==> src/rtl/out_checker_pkg.sv <==
// -----------------------------------------------------------------------------
// out_checker_pkg
// Shared definitions for the out-channel checker:
//   checkerState_t              - FSM state encoding (IDLE, CHECK, DONE)
//   DefaultMemoryElementWidth   - default width of one out-channel word
// -----------------------------------------------------------------------------
package out_checker_pkg;

    localparam int DefaultMemoryElementWidth = 12;

    typedef enum logic [1:0] {
        IDLE  = 2'd0,
        CHECK = 2'd1,
        DONE  = 2'd2
    } checkerState_t;

endpackage

==> src/rtl/out_checker_table.sv <==
// -----------------------------------------------------------------------------
// out_checker_table
// Expected-value table: one synchronous write port, one asynchronous read port.
// Contents are deliberately not reset so a loaded table survives a reset.
// Ports:
//   clock      - write clock
//   we         - write enable (already gated by the checker's state)
//   writeAddr  - write address
//   writeData  - value written
//   readAddr   - combinational read address
//   readData   - table[readAddr]
// -----------------------------------------------------------------------------
module out_checker_table
    import out_checker_pkg::*;
#(
    parameter int MemoryElementWidth = DefaultMemoryElementWidth,
    parameter int NExpected          = 16
) (
    input  logic                              clock,
    input  logic                              we,
    input  logic [$clog2(NExpected)-1:0]      writeAddr,
    input  logic [MemoryElementWidth-1:0]     writeData,
    input  logic [$clog2(NExpected)-1:0]      readAddr,
    output logic [MemoryElementWidth-1:0]     readData
);

    logic [MemoryElementWidth-1:0] mem [NExpected];

    always_ff @(posedge clock) begin
        if (we) begin
            mem[writeAddr] <= writeData;
        end
    end

    assign readData = mem[readAddr];

endmodule

==> config.mk <==
export PLATFORM = sky130hd
export DESIGN_NAME = out_checker_table
export DESIGN_NICKNAME = d
export VERILOG_FILES = /design/src/rtl/out_checker_pkg.sv /design/src/rtl/out_checker_table.sv
export SDC_FILE = /design/constraint.sdc
export NUM_CORES = 1
export LEC_CHECK = 0
export ABC_AREA = 0
export CAP_MARGIN = 20
export CELL_PAD_IN_SITES_DETAIL_PLACEMENT = 1
export CELL_PAD_IN_SITES_GLOBAL_PLACEMENT = 2
export CORE_UTILIZATION = 43
export CTS_CLUSTER_DIAMETER = 120
export DETAILED_ROUTE_END_ITERATION = 7
export PLACE_DENSITY = 0.71
export RECOVER_POWER = 50
export SKIP_LAST_GASP = 1
export SLEW_MARGIN = 20
export SYNTH_ARGS = -nofsm -noshare
export SYNTH_HDL_FRONTEND = slang
export SYNTH_SLANG_ARGS = --single-unit
==> constraint.sdc <==
create_clock -name clock -period 2.1 [get_ports clock]
set_clock_uncertainty 0.1 [all_clocks]
set_input_delay 0.315 -clock clock [delete_from_list [all_inputs] [get_ports clock]]
set_output_delay 0.315 -clock clock [all_outputs]
set_load 0.02 [all_outputs]
==> run summary <==
multi-input logic area -> 0.00160 mm^2
Port Buffers -> 33
max incr delay on CP -> 0.50 ns
crit path to -> readData[7]
vias in the first global route -> 3784
gpl congestion -> 0.706
final hold violation count -> 0
clk sink count -> 192
DR WL/cell -> 25.3 um
DP HPWL -> 9870 um
initial detailed-routing violation count -> 408
highest clock rate -> 464 MHz
CP Launch Type -> flip-flop
layout cells sized above 1 -> 0.383
min Tclk post-route -> 2.16 ns
drt pass-1 iters -> 4
die height -> 133 um
Max Transition Viols Final -> 0
power share of the combinational group -> 0.073
worst hold slack -> 0.756 ns
Tightest Pin Transition -> 0.561 ns
Top reg by flops -> mem
fin util -> 0.553
P_leak -> 2.97 nW
sequential share of power -> 0.527
DR vias/cell -> 5.50
HP Class -> input pin to flip-flop
Die ar. -> 0.0176 mm^2
Peak supply drop -> 0.000569 V
first-pass GRT wire length -> 24200 um
std cell rows -> 47
commonest non-fill, non-tap cells in the layout -> edfxtp_1 (192), mux4_2 (43), buf_4 (24)
Routed Antenna Nets -> 0
core area -> 0.0166 mm^2
via count -> 3482
WP buf/inv -> 1
final non-filler cell total -> 633
Layout fillers -> 1418
antenna violations before repair -> 0
Crit. Startpoint -> mem[11][7]
Net count, final -> 423
Arr. time, crit path -> 1.74 ns
largest net degree at the start of global routing -> 20
Largest register FFs -> 192
Clock Tree Root -> clkbuf_16
I/O Pins -> 34
Starting Density -> 0.442
Crit path max-delay family -> multiplexers
max cap viols -> 0
CP Depth -> 4
power density over the cells -> 889 mW/mm^2
Worst EP required -> 1.68 ns
unrepaired setup endpoints after global routing -> true
YS warnings -> 0
CP max FO -> 1
syn nets -> 339
Seq cells post-synth -> 192
Synth Instances -> 317
Routed WL -> 16000 um
status -> complete, but fails checks
Reg area -> 0.00577 mm^2
ANT cells -> 0
DP Worst Slack -> -0.547 ns
setup ws final -> -0.0568 ns
sequential-to-total area share from yosys stat -> 0.783
H-tree Lvls -> 4
kind of critical path -> flip-flop to output port
Unique masters post-synth -> 17
final worst path period share -> 1.03
syn avg cell area -> 23.2 um^2
CP max stage cell -> mux4_2
internal power -> 6.56 mW
Final setup viols -> 11
Worst-path clk slew -> 0.07 ns
top flop regs -> mem (192)
commonest non-fill, non-tap cell in the layout -> edfxtp_1
Tot GR Track Use -> 0.199
net load switching power -> 1.62 mW
Num CTS Buffers -> 17
max_slew headroom -> 0.625
crit-path cells -> mux4_2 > a22oi_2 > nand2_2 > buf_6
placed insts -> 596
crit path capture type -> output port
# DRC -> 0
gr ovfl total -> 0
hold buffer count at cts -> 0
switch share -> 0.198
CTS tree -> yes
Chip Width -> 133 um
Clk network pwr share -> 0.400
Syn Std Cell Area -> 0.00736 mm^2
failing checks -> negative setup slack
CTS max path bufs -> 2
P&R area growth vs syn -> 25.1%
## metrics by stage
step | total power, mW | area, um^2 | setup TNS [ns]
after global routing | 8.41 | 9210 | -1.09
after detailed placement | 4.95 | 8450 | -5.88
after global placement | 4.93 | 8450 | -5.68
final | 8.18 | 9210 | -0.322
after CTS | 8.25 | 9160 | -0.667
after floorplan | 4.65 | 7360 | 0
## power by group through the flow
stage / registers [mW] / logic, mW / clock network, mW
detailed placement: 4.40 / 0.552 / 0
finish: 4.31 / 0.597 / 3.27
CTS: 4.31 / 0.600 / 3.33
global placement: 4.39 / 0.543 / 0
global route: 4.32 / 0.639 / 3.45
floorplan: 4.39 / 0.262 / 0
## synth_stat cells (all sizes together)
library cell / n / area share
nor2b: 2 / 0.0017
nor3: 4 / 0.0027
nand3: 1 / 0.00068
nand3b: 2 / 0.0020
mux4: 48 / 0.15
nand2: 13 / 0.0066
or3b: 1 / 0.0012
a22oi: 24 / 0.024
and2: 1 / 0.00085
nor2: 13 / 0.0066
clkbuf: 6 / 0.0031
edfxtp: 192 / 0.78
nand2b: 2 / 0.0017
buf: 8 / 0.010
## worst min-delay path by stage
| stage | startpoint | endpoint | slack, ns | cells after the start |
|---|---|---|---|---|
| finish | writeData[4] | mem[13][4] | 0.76 | 1 |
| global route | writeData[4] | mem[15][4] | 0.78 | 1 |
| CTS | writeData[6] | mem[9][6] | 0.72 | 1 |
| detailed placement | writeData[6] | mem[5][6] | 1.17 | 1 |
| global placement | writeData[3] | mem[14][3] | 1.11 | 1 |
| floorplan | writeData[0] | mem[0][0] | 0.31 | 0 |
## repair_timing
item                                    in CTS  in global routing
setup buffers                                5                  1
pin swaps                                   26                  2
endpoints found under the setup margin      12                 12
resized for setup                           99                  9
## final cells by class
type,count,area share
clock inverters,12,0.0179
clock buffers,19,0.0470
repair buffers,79,0.105
flip-flops and latches,192,0.626
multi-input cells,111,0.173
well taps,220,0.0299
## cell families after synthesis
group / share of synthesized area
flops: 0.783
simple gates: 0.0241
compound gates: 0.0245
buf+inv: 0.0134
mux: 0.155
## layer usage
layer / GRT usage / vias to the layer above / wire [um]
li1: - / 1522 / -
met1: 0.280 / 1831 / 6560
met2: 0.312 / 119 / 8010
met3: 0.0444 / 10 / 1310
met4: 0.0607 / 0 / 130
met5: 0 / - / 0
Power figures use the tool's default switching activity.
==> edit 1, RTL diff (config.mk and constraints unchanged) <==
Register the output `readData`; this adds one clock of latency there.
--- a/src/rtl/out_checker_table.sv
+++ b/src/rtl/out_checker_table.sv
@@ -34,3 +34,5 @@
 
-    assign readData = mem[readAddr];
+    always_ff @(posedge clock) begin
+        readData <= mem[readAddr];
+    end
 
Behaviour: not the same (Yosys sat finds a counterexample within 4 cycles, from zero or initial values).
==> edit 1 against the original RTL <==
- area after synthesis increased by 3.3%
- cell area decreased by 1.2%
- wire length rose by 4.9%
- sequential share of layout area grew 3.4 points
- hold slack worse by 0.30 ns
- worst setup slack gained 0.20 ns
- total power is 6.3% higher
- non-clock buffer count shrank 15
- final cell count is 1.7% higher
- sequential cell count is 12 higher
- via count up 2.4%
- synthesized cell count increased by 3.8%
- critical path type unchanged
==> edit 1: results (changes against the original RTL) <==
sta:
  fin_hold_ws_ns: 0.460  # -0.296 ns
  fin_ws_ns: 0.143  # +0.199 ns
  maxSlewHeadroom_pct: 27.8  # -35 points
worst_setup_path:
  cp_top_family: "buffers and inverters"
  max_stage_delay_ns: 0.64  # +0.14 ns
  crit_end: "readData[4]"
  worst_ep_arrival_time_ns: 1.54  # -0.20 ns
  reg2reg_setup_slack_ns: 0.64
  critPathLaunch: "readData[4]$_DFF_P_"
  crit_slowest_cell: "clkdlybuf4s50_1"
  rr_worst_depth: 3
cts:
  clk_path_buf_depth: 3  # +1
  post-cts-setup-buffer-count: 0  # -5
  numCtsBuffers: 22  # +5
  clk_pin_slew_ns: 0.06
  post_cts_resized: 0  # -100%
  cts.htree.levels: 1  # -3
grt:
  grt_pass1_wl_mm: 25.3  # +4.4%
  grt_start_max_net_pins: 49  # +150%
  grt-ovfl-total: 0  # unchanged
  grt_util_all_layers_pct: 19.6  # -0.25 points
  grt_pass1_vias: 3821  # +0.98%
pwr:
  p_comb_share_pct: 5.8  # -1.5 points
  intPower_uw: 6890  # +5.1%
  ir_worst_vdd_mv: 0.527  # -7.5%
  comb-power_uw: 505  # -15%
  p_leak_uw: 0.00299  # +0.77%
  seq-power_uw: 4590  # +6.5%
hold_path:
  min_delay_path_depth: 5  # +4
  hold_path_end: "readData[1]$_DFF_P_"
  hp-start: "readAddr[1]"
cells_and_area:
  top_regs: "mem: 192 flops, readData: 12 flops"
  drive_gt1_share_pct: 23.9  # -14 points
  nets: 425  # +0.47%
place:
  pre_cts_slack_ns: -0.0153  # +0.532 ns
  place_area_mm2: 0.00842  # -0.40%
  place.gp.congestion: 0.778  # +10%
  dp_cells: 604  # +1.3%
  dp_hpwl_mm: 10.8  # +8.9%
detailed_routing:
  vias: 3567  # +2.4%
  finalWirelength_mm: 16.8  # +4.9%
  drtIter0Drc: 270  # -34%
  wl_per_cell_um: 26.1  # +3.1%
synth:
  synth.area.top_cells: "edfxtp_1 (76%), mux4_2 (9.8%), mux4_1 (5.2%)"
  synth.distinct_cells: 18  # +1
  synth-seq-area-share_pct: 79.0  # +0.68 points
  avgSynthCellArea_um2: 23.1  # -0.50%
  syn-num-nets: 351  # +3.5%
run_status:
  status: "finished, final reports clean"
## edit 1: area by class of cell
cell class                      instances  area [um2]
Multi-Input combinational cell        111        1520
Tap cell                              225         282
Clock buffer                           34         647
Sequential cell                       204        6010
Clock inverter                          6        31.3
Fill cell                            1529        8200
Timing Repair Buffer                   64         613
## edit 1: cell families (layout without fill, tap and decap cells)
group,after synthesis,after routing,share of synthesized area (%)
buffers and inverters,14,104,1.30
multiplexers,48,48,15.0
AND/OR/NAND/NOR,39,39,2.34
flip-flops,204,204,79.0
AO/OA/AOI/OAI,24,24,2.37
## edit 1: routing by layer
layer | up-vias | wire length (um) | track usage (%)
met4 | 0 | 250 | 4.87
met1 | 1899 | 7350 | 27.9
met3 | 22 | 946 | 2.97
met5 | - | 0 | 0
li1 | 1552 | - | -
met2 | 94 | 8250 | 32.0
==> edit 2, RTL diff (config.mk and constraints unchanged) <==
Made on the original files. The parameter `NExpected` goes from 16 to 32.
--- a/src/rtl/out_checker_table.sv
+++ b/src/rtl/out_checker_table.sv
@@ -16,3 +16,3 @@
     parameter int MemoryElementWidth = DefaultMemoryElementWidth,
-    parameter int NExpected          = 16
+    parameter int NExpected          = 32
 ) (
Ports: changed (resized readAddr and writeAddr); port bits go from 34 to 36. The function was not compared with the original's and may differ.
==> edit 2 against the original RTL <==
- cell area is 110% higher
- worst setup slack got worse by 0.21 ns
- area after synthesis is 110% higher
- largest power group unchanged
- via count grew 140%
- the run still ends with negative setup slack left
- clock power is 140% higher
- final cell count grew 140%
- sequential cell count rose by 192
- total power grew 110%
- wire length increased by 150%
==> edit 2: results (changes against the original RTL) <==
hold_path:
  hold_class: "in2reg"
  hold_path_end: "mem[4][4]$_DFFE_PP_"
  hp-start: "writeAddr[2]"
  min_delay_path_depth: 4  # +3
synth:
  synth_edf_count: 384  # +100%
  synth_commonest_cells: "edfxtp_1 (384), mux2i_1 (192), a22oi_1 (48)"
  synth.area.top_cells: "edfxtp_1 (76%), mux2i_1 (13%), a22oi_1 (2.4%)"
  muxShareOfSynthArea_pct: 12.6  # -2.8 points
  synth.distinct_cells: 25  # +8
  async_flop_share_pct: 0  # unchanged
  syn-num-nets: 880  # +160%
  synth-seq-area-share_pct: 75.7  # -2.6 points
  synth-compound-area-share_pct: 5.03  # +2.6 points
  syn-instance-count: 856  # +170%
cells_and_area:
  fin_cells: 1513  # +140%
  top_regs: "mem: 384 flops"
  nets: 1052  # +150%
  largest_register_ffs: 384  # +100%
  drive_gt1_share_pct: 25.4  # -13 points
cts:
  post_cts_resized: 131  # +32%
  numCtsBuffers: 41  # +24
  cts_root_buf: "clkbuf_16"
  post-cts-setup-buffer-count: 10  # +5
  cts.htree.levels: 2  # -2
  clk_pin_slew_ns: 0.06
  clk_path_buf_depth: 3  # +1
run_status:
  violations: "negative setup slack"
  status: "finished with violations"
place:
  place.gp.congestion: 0.787  # +11%
  dp_cells: 1430  # +140%
  dp_hpwl_mm: 24.4  # +150%
  place_area_mm2: 0.0173  # +100%
  pre_cts_slack_ns: -1.28  # -0.728 ns
  portBuffers: 35  # +6.1%
sta:
  finalSetupViolations: 12  # +1
  fin_setup_tns_ns: -2.68  # -2.36 ns
  worstMarginPinSlew_ns: 0.919  # +0.358 ns
  fin_ws_ns: -0.272  # -0.215 ns
  fin_hold_ws_ns: 0.756  # +0.000902 ns
pwr:
  p_leak_uw: 0.00686  # +130%
  ir_worst_vdd_mv: 0.845  # +48%
worst_setup_path:
  worst_ep_arrival_time_ns: 1.96  # +0.22 ns
  cp_top_family: "compound AO/OA/AOI/OAI gates"
  path_max_fanout: 1  # unchanged
  crit_slowest_cell: "edfxtp_1"
  max_stage_delay_ns: 0.37  # -0.13 ns
detailed_routing:
  wl_per_cell_um: 26.5  # +4.5%
  drtIter0Drc: 533  # +31%
  dr.pass1.iters: 4  # unchanged
  via_per_inst: 5.54  # +0.72%
grt:
  grt_start_max_net_pins: 40  # +100%
  grt_util_all_layers_pct: 22.4  # +2.6 points
  grt_pass1_vias: 9177  # +140%
  grt_antenna_before_repair: 2  # +2
  grt_pass1_wl_mm: 58.2  # +140%
[edit 2: changes by cell type after synthesis, moves of 15 or more]
cell and delta:
nor2_1 +21, a22o_1 +24, a21oi_1 +24, edfxtp_1 +192, mux4_2 -33, mux2i_1 +192
nand3_1 +25, a22oi_1 +24, mux4_1 -15
[edit 2: kinds of logic (layout without fill, tap and decap cells)]
kind of cell,Yosys count,after routing
flops,384,384
mux,192,192
simple gates,124,125
compound gates,108,108
buf+inv,48,249
[edit 2: layout make-up]
cell class / instances / area, um2
clock buffers: 49 / 1100
multi-input cells: 425 / 3650
flip-flops and latches: 384 / 11500
repair buffers: 176 / 2010
fillers: 3159 / 15500
clock inverters: 24 / 348
well taps: 455 / 569
[edit 2: power breakdown]
group          internal [uW]  total, uW  switching, uW  leakage [uW]
combinational            547       1300            750       0.00269
sequential              8530       8550           23.4       0.00346
clock                   4840       7730           2890      0.000708
total                  13900      17600           3670       0.00686
[edit 2: metal layers]
| layer | up-vias | global-route usage, % | part of all wire (%) |
|---|---|---|---|
| met1 | 4350 | 28.5 | 42 |
| met4 | 0 | 6.92 | 2.1 |
| met2 | 206 | 39.1 | 51 |
| li1 | 3767 | - | - |
| met3 | 60 | 3.82 | 4.6 |
| met5 | - | 0 | 0 |
[edit 2: worst max-delay path by stage]
stage	cells after the start	from	endpoint
floorplan	3	writeAddr[1]	mem[0][0]$_DFFE_PP_
global placement	10	readAddr[2]	readData[8]
detailed placement	10	readAddr[2]	readData[8]
CTS	6	mem[1][10]$_DFFE_PP_	readData[10]
global route	7	mem[1][11]$_DFFE_PP_	readData[11]
finish	7	mem[0][11]$_DFFE_PP_	readData[11]
